==> config.mk <==
export PLATFORM = sky130hd
export DESIGN_NAME = tx_fifo
export DESIGN_NICKNAME = d
export VERILOG_FILES = /design/src/rtl/tx_fifo_pkg.sv /design/src/rtl/tx_fifo_mem.sv /design/src/rtl/tx_fifo.sv
export SDC_FILE = /design/constraint.sdc
export NUM_CORES = 1
export LEC_CHECK = 0
export BUFFER_PORTS_ARGS = -buffer_cell sky130_fd_sc_hd__buf_2
export CAP_MARGIN = 0
export CORE_MARGIN = 1
export CORE_UTILIZATION = 40
export DETAILED_ROUTE_END_ITERATION = 8
export HOLD_SLACK_MARGIN = 0.08
export SYNTH_ARGS = -nofsm -noshare
export SYNTH_HDL_FRONTEND = slang
export SYNTH_SLANG_ARGS = --single-unit
export TNS_END_PERCENT = 5
==> constraint.sdc <==
create_clock -name sd_clk -period 11.85 [get_ports sd_clk]
set_input_delay 2.37 -clock sd_clk [delete_from_list [all_inputs] [get_ports sd_clk]]
set_output_delay 2.37 -clock sd_clk [all_outputs]
set_load 0.02 [all_outputs]
==> src/rtl/tx_fifo_pkg.sv <==
// Shared DAT transmit-path constants: FIFO word width, default depth and flag thresholds.
// Imported by the tx_fifo storage and control logic.
package tx_fifo_pkg;

  localparam int FIFO_WIDTH     = 32;
  localparam int TX_FIFO_ADDR_W = 3;
  localparam int TX_FIFO_AE_LVL = 1;

  // almost_full sits two words below full by default
  function automatic int tx_fifo_af_lvl(input int addr_w);
    return (1 << addr_w) - 2;
  endfunction

endpackage

==> src/rtl/tx_fifo_mem.sv <==
// Storage array for tx_fifo: one synchronous write port, one asynchronous read port.
// The array has no reset.
module fifo_mem #(
  parameter int DATA_W = 32,
  parameter int ADDR_W = 3
) (
  input  logic              clk,
  input  logic              we,
  input  logic [ADDR_W-1:0] waddr,
  input  logic [DATA_W-1:0] wdata,
  input  logic [ADDR_W-1:0] raddr,
  output logic [DATA_W-1:0] rdata
);

  logic [DATA_W-1:0] mem_q [2**ADDR_W];

  always_ff @(posedge clk) begin
    if (we) mem_q[waddr] <= wdata;
  end

  assign rdata = mem_q[raddr];

endmodule

==> src/rtl/tx_fifo.sv <==
// Show-ahead transmit FIFO feeding the DAT transmit stage.
// Pointers, count and status flags live here; storage is in fifo_mem.
module tx_fifo
  import tx_fifo_pkg::*;
#(
  parameter int DATA_W = FIFO_WIDTH,
  parameter int ADDR_W = TX_FIFO_ADDR_W,
  parameter int AF_LVL = tx_fifo_af_lvl(ADDR_W),
  parameter int AE_LVL = TX_FIFO_AE_LVL
) (
  input  logic              sd_clk,
  input  logic              rst_L,
  input  logic              flush,
  input  logic              wr_enb,
  input  logic [DATA_W-1:0] din,
  input  logic              rd_enb,
  output logic [DATA_W-1:0] dout,
  output logic              empty,
  output logic              full,
  output logic              almost_full,
  output logic              almost_empty,
  output logic [ADDR_W:0]   count,
  output logic              overflow,
  output logic              underflow
);

  localparam logic [ADDR_W:0] PTR_ONE = (ADDR_W+1)'(1);
  localparam logic [ADDR_W:0] AF_C    = (ADDR_W+1)'(AF_LVL);
  localparam logic [ADDR_W:0] AE_C    = (ADDR_W+1)'(AE_LVL);

  logic [ADDR_W:0] rd_ptr_q, rd_ptr_d;
  logic [ADDR_W:0] wr_ptr_q, wr_ptr_d;
  logic [ADDR_W:0] count_q, count_d;
  logic            ovf_q, ovf_d;
  logic            udf_q, udf_d;
  logic            push, pop, mem_we;
  logic [DATA_W-1:0] rd_data;

  // Status decoded purely from registered state
  assign empty = (rd_ptr_q == wr_ptr_q);
  assign full  = (rd_ptr_q[ADDR_W-1:0] == wr_ptr_q[ADDR_W-1:0]) &&
                 (rd_ptr_q[ADDR_W] != wr_ptr_q[ADDR_W]);
  assign almost_full  = (count_q >= AF_C);
  assign almost_empty = (count_q <= AE_C);
  assign count        = count_q;
  assign overflow     = ovf_q;
  assign underflow    = udf_q;

  assign pop    = rd_enb && !empty;
  assign push   = wr_enb && (!full || pop);
  assign mem_we = push && !flush && rst_L;

  always_comb begin
    rd_ptr_d = rd_ptr_q;
    wr_ptr_d = wr_ptr_q;
    count_d  = count_q;
    ovf_d    = ovf_q;
    udf_d    = udf_q;
    if (flush) begin
      rd_ptr_d = '0;
      wr_ptr_d = '0;
      count_d  = '0;
      ovf_d    = 1'b0;
      udf_d    = 1'b0;
    end else begin
      if (pop)  rd_ptr_d = rd_ptr_q + PTR_ONE;
      if (push) wr_ptr_d = wr_ptr_q + PTR_ONE;
      case ({push, pop})
        2'b10:   count_d = count_q + PTR_ONE;
        2'b01:   count_d = count_q - PTR_ONE;
        default: count_d = count_q;
      endcase
      if (wr_enb && full && !pop) ovf_d = 1'b1;
      if (rd_enb && empty)        udf_d = 1'b1;
    end
  end

  always_ff @(posedge sd_clk) begin
    if (!rst_L) begin
      rd_ptr_q <= '0;
      wr_ptr_q <= '0;
      count_q  <= '0;
      ovf_q    <= 1'b0;
      udf_q    <= 1'b0;
    end else begin
      rd_ptr_q <= rd_ptr_d;
      wr_ptr_q <= wr_ptr_d;
      count_q  <= count_d;
      ovf_q    <= ovf_d;
      udf_q    <= udf_d;
    end
  end

  fifo_mem #(
    .DATA_W (DATA_W),
    .ADDR_W (ADDR_W)
  ) u_mem (
    .clk   (sd_clk),
    .we    (mem_we),
    .waddr (wr_ptr_q[ADDR_W-1:0]),
    .wdata (din),
    .raddr (rd_ptr_q[ADDR_W-1:0]),
    .rdata (rd_data)
  );

  assign dout = empty ? '0 : rd_data;

endmodule

; Yosys cells after proc, flatten, opt, wreduce, memory -nomap -nowiden
; Memories as Yosys holds them, arrays and structs flattened. A register that Yosys moved wholly into a read port is not among the register bits.
; Index checks and enable logic that the tools add are counted.
[word_totals]
reg_bits = 14
latch_bits = 0
mem_bits_rw = 256
rom_bits = 0
in_bits = 37
out_inout_bits = 42
elab_cells = 39
n_memories = 1
[mem_list]
columns = name, words, word_bits, read_ports, rd_clocked_by_memory_dff, write_ports, line
row1 = u_mem.mem_q, 8, 32, 1, 1, 1, tx_fifo_mem.sv:15  ; logic [DATA_W-1:0] mem_q [2**ADDR_W];
[classes]
addsub = 4
multipliers = 0
div_mod_pow = 0
order_cmp = 2
eq_ne = 5
n_shift = 0
n_mux = 6
bitwise = 1
n_reduce_logical = 15
[ops]
columns = op, count
row1 = 2-to-1 mux 32 bit, 1
row2 = adder 4 x 1 -> 4 bit (second input constant), 3
row3 = logical AND 1 bit, 8
row4 = case mux 4 bit (2 select lines), 1
row5 = 2-to-1 mux 3 bit, 2
row6 = == test 4 bit, 1
row7 = >= comparator 4 x 3 -> 1 bit (second input constant), 1
row8 = <= comparator 4 x 1 -> 1 bit (second input constant), 1
row9 = zero test 1 bit, 4
row10 = subtractor 4 x 1 -> 4 bit (second input constant), 1
row11 = == test 3 bit, 1
row12 = == test 2 x 1 -> 1 bit (second input constant), 1
row13 = == test 2 bit (second input constant), 1
row14 = 2-to-1 mux 1 bit, 2
row15 = nonzero test 2 bit, 1
row16 = OR reduction 2 bit, 1
row17 = logical OR 1 bit, 1
row18 = != test 1 bit, 1
row19 = NOT 1 bit, 1

; Depth between registers and ports, before layout
[logic_depth]
depth_word = 9
mapped_depth = 7
depth_no_buf = 6

; By module
; From an unflattened synthesis, not the netlist that was laid out.
[hier_totals]
cells_unflattened = 523
area_unflattened_um2 = 11020.6
[modules_own_cells]
columns = module, instances, cells_each, area_each_um2, seq_area_each_um2
row1 = fifo_mem, 1, 383, 9825.7, 7687.4
row2 = tx_fifo, 1, 140, 1194.9, 280.3

; Worst setup path before layout
; No wires, ideal clock.
[synth_timing]
path_kind = input-to-reg
from = in rd_enb
to = mem u_mem.mem_q[4][0] (enable)
setup_ns = 0.502
arrival_ns = 6.226
required_ns = 11.348
setup_slack_ns = 5.122
stages = 4
path_buffers = 2
cell_sequence = clkbuf_1 > clkbuf_1 > o211ai_1 > nor4_1
[synth_between]
elab_chain_cells = 7
[synth_lines]
columns = element, line
row1 = start: declaration, tx_fifo.sv:16  ; input logic rd_enb,
row2 = logical AND 1 bit, tx_fifo.sv:49  ; assign pop = rd_enb && !empty;
row3 = logical OR 1 bit, tx_fifo.sv:50  ; assign push = wr_enb && (!full || pop);
row4 = logical AND 1 bit, tx_fifo.sv:50
row5 = logical AND 1 bit (2 in series), tx_fifo.sv:51  ; assign mem_we = push && !flush && rst_L;
row6 = 2-to-1 mux 1 bit, tx_fifo_mem.sv:18  ; if (we) mem_q[waddr] <= wdata;
row7 = 2-to-1 mux 1 bit (implied by the code), tx_fifo_mem.sv:18
row8 = end: declaration, tx_fifo_mem.sv:15
; Every way passes these cells.

==> impl_metrics.env <==
export IMPL_cp_required_ns=9.48
export IMPL_syn2layout_area_growth_pct=15.99
export IMPL_dp_cells=925
export IMPL_syn_inst=530
export IMPL_grt_pass1_wl_um=33010
export IMPL_place_gp_congestion=0.7405
export IMPL_cts_sinks=273
export IMPL_hold_slack_ns=0.4808
export IMPL_drt_first_pass_iters=8
export IMPL_grt_max_degree=57
export IMPL_violations="design-rule violations"
export IMPL_clk_transition_reported_paths_ns=0.06
export IMPL_worstSetupEndpointType="output port"
export IMPL_crit_path_top_delay_cell="buf_4"
export IMPL_synth_edf_count=256
export IMPL_synth_xor_area_share_pct=1.258
export IMPL_p_comb_share_pct=3.7
export IMPL_max_stage_delay_ns=0.87
export IMPL_crit_chain="buf_4 > mux4_2 > mux2i_1 > nor2_1 > buf_2"
export IMPL_critPathBufInv=2
export IMPL_syn_area_per_cell_sq_um=20.27
export IMPL_antenna_found_initial=2
export IMPL_layout_min_cycle_time_ns=5.359
export IMPL_fmax_mhz=186.6
export IMPL_finClkSkew_ns=0.01153
export IMPL_synth_nets=573
export IMPL_synth_ff_type="edfxtp_1"
export IMPL_die_w_um=165.9
export IMPL_synth_top_family_by_area="multiplexers"
export IMPL_hpwl_um=11300
export IMPL_power_switching_mw=0.3907
export IMPL_timing_final_crit_share_pct=45.22
export IMPL_ys_warn_count=0
export IMPL_crit_arrival_ns=2.99
export IMPL_ctsResizeCount=0
export IMPL_timing_setup_tns_ns=0
export IMPL_insertion_delay_ns=0.52
export IMPL_root_buffer="clkbuf_16"
export IMPL_synth_mux_area_share_pct=16.54
export IMPL_grt_ovfl_total=0
export IMPL_yosys_area_share_adder_pct=0.6987
export IMPL_cts_hold_buf=0
export IMPL_drt_wl_total_um=21260
export IMPL_pwr_share_clk_pct=42.8
export IMPL_wire_per_inst_um=21.80
export IMPL_yosysSeqAreaShare_pct=74.72
export IMPL_relSlewSlack_pct=25.24
export IMPL_critical_path_top_delay_family="buffers and inverters"
export IMPL_setup_viol=0
export IMPL_ctsHtreeMaxLevel=1
export IMPL_via_per_inst=5.370
export IMPL_detail_route_iter0_violations=469
export IMPL_power_leakage_nw=3.982
export IMPL_critPathKind="reg -> out"
export IMPL_design_core_area_sq_um=26210
export IMPL_worst_path_max_fanout=56
export IMPL_ys_types=42
export IMPL_powerDensity_nw_per_um2=159.3
export IMPL_pwr_share_seq_pct=53.5
export IMPL_synth_simple_area_share_pct=3.761
export IMPL_ant_nets=0
export IMPL_report_final_hold_viol_count=0
export IMPL_grt_pass1_vias=5574
export IMPL_synth_compound_area_share_pct=1.572
export IMPL_portBuffers=78
export IMPL_pin_count=79
export IMPL_fillCellCount=2174
export IMPL_hold_path_class="reg -> reg"
export IMPL_syn_area_sq_um=10740
export IMPL_fp_dieH_um=165.9
export IMPL_grt_setup_unrepaired="false"
export IMPL_cts_tree="built"
export IMPL_fin_cells=975
export IMPL_status="complete, but fails checks"
export IMPL_route_detailed_drc=10
export IMPL_register_area_sq_um=8034
export IMPL_cp_start_kind="register"
export IMPL_cap_violations=0
export IMPL_row_count=59
export IMPL_ff2ff_setup_slack_ns=9.19
export IMPL_worst_pin_slew_ns=1.121
export IMPL_swShare_pct=19.68
export IMPL_p_int_mw=1.595
export IMPL_drv_slew=0
export IMPL_dr_total_vias=5236
export IMPL_irDropWorstVdd_mv=0.08231
export IMPL_start_util_pct=41.00
export IMPL_synth_seq_cells=273
export IMPL_cts_made_buffers=28
export IMPL_post_cts_repair_setup_buffers=0
export IMPL_dieArea_sq_um=27520
export IMPL_multi_input_area_sq_um=2610
export IMPL_synth_async_reset_ratio_pct=0
export IMPL_final_nets=663
export IMPL_grt_util_all_layers_pct=15.82
export IMPL_clk_path_buf_depth=3
export IMPL_drive_gt1_share_pct=33.33
stage by stage:
stage               power [mW]  util (%)  instance area, sq um  setup slack, ns
floorplan                1.126         -                 10740            5.122
global placement         1.154     44.13                 11560            6.937
detailed placement       1.158     44.13                 11560            6.920
CTS                      2.005     47.54                 12460            6.359
global route             2.049     47.54                 12460            6.170
finish                   1.986     47.55                 12460            6.491
path summary, 6_finish.rpt:
kind                from            endpoint  depth (start not counted)
min reg2reg     overflow            overflow                          2
max             register            dout[13]                          5
max reg2reg  wr_ptr_q[2]  u_mem.mem_q[5][12]                          5
min             overflow            overflow                          2
cell usage in the layout, fill, tap and decap left out, types with 3 or more instances in the layout:
| master | count |
|---|---|
| xnor2_2 | 4 |
| nor2_4 | 3 |
| o211ai_1 | 5 |
| clkbuf_16 | 29 |
| clkinv_1 | 4 |
| mux4_2 | 64 |
| clkinv_2 | 3 |
| a21oi_1 | 5 |
| ha_1 | 6 |
| buf_2 | 78 |
| bufinv_16 | 3 |
| dfxtp_1 | 14 |
| clkinvlp_4 | 3 |
| nor2_1 | 43 |
| mux2i_1 | 32 |
| clkbuf_1 | 7 |
| xor2_1 | 7 |
| nand3_1 | 8 |
| inv_1 | 6 |
| edfxtp_1 | 256 |
| buf_4 | 11 |
| nor3_2 | 3 |
| nand4_1 | 3 |
| nand2_1 | 10 |
cell type report:
type	instances	area share, %
tap	335	3.363
inverter	7	0.2309
timing repair buffer	89	3.795
multi-input combinational	221	20.94
clock inverter	13	1.145
antenna	1	0.02008
sequential	273	64.47
clock buffer	36	6.034
kinds of logic after synthesis:
family / after synthesis
compound gates: 21
mux: 97
buf+inv: 36
fa+ha+maj: 6
flops: 273
simple gates: 85
xor+xnor: 12
power groups by stage:
| stage | clock [mW] | sequential, mW | combinational, mW |
|---|---|---|---|
| global route | 0.906 | 1.06 | 0.0806 |
| global placement | 0 | 1.08 | 0.0718 |
| detailed placement | 0 | 1.08 | 0.0749 |
| CTS | 0.868 | 1.06 | 0.0750 |
| finish | 0.849 | 1.06 | 0.0738 |
| floorplan | 0 | 1.08 | 0.0429 |
sequential cells by signal, indices dropped and copies added, names as in the netlist, named ones only:
register,cells
rd_ptr_q,4
wr_ptr_q,4
underflow,1
count,4
u_mem.mem_q,256
overflow,1
Yosys cell counts, types with 2 or more instances:
cell | instances | share of area (%)
nor2_1 | 46 | 1.6
edfxtp_1 | 256 | 72
dfxtp_1 | 17 | 3.2
nand3_1 | 8 | 0.37
a31oi_1 | 2 | 0.12
and3_1 | 2 | 0.12
buf_2 | 8 | 0.37
buf_1 | 4 | 0.14
buf_4 | 2 | 0.14
o211ai_1 | 5 | 0.35
nor4_1 | 2 | 0.12
nor4b_1 | 2 | 0.16
clkbuf_1 | 14 | 0.49
mux2i_1 | 32 | 3.0
ha_1 | 6 | 0.70
nor3_1 | 5 | 0.23
nand4_1 | 3 | 0.17
xnor2_2 | 4 | 0.61
inv_1 | 6 | 0.21
a21oi_1 | 5 | 0.23
nand2_1 | 10 | 0.35
o21ai_0 | 2 | 0.093
mux4_2 | 64 | 13
xor2_1 | 7 | 0.57
worst register-to-register path: cells and delay by family, from the launching register on:
kind	cells	cell delay [ns]
compound gates	1	0.76
flops	1	0.59
simple gates	2	0.38
buf+inv	1	0.34
xor+xnor	1	0.24
per-layer routing:
metal / share of wire [%] / track usage, %
met5: 0.038 / 0
met4: 1.6 / 4.145
met3: 4.8 / 3.027
met2: 49 / 26.55
met1: 44 / 21.28
(Power assumes the default switching activity.)
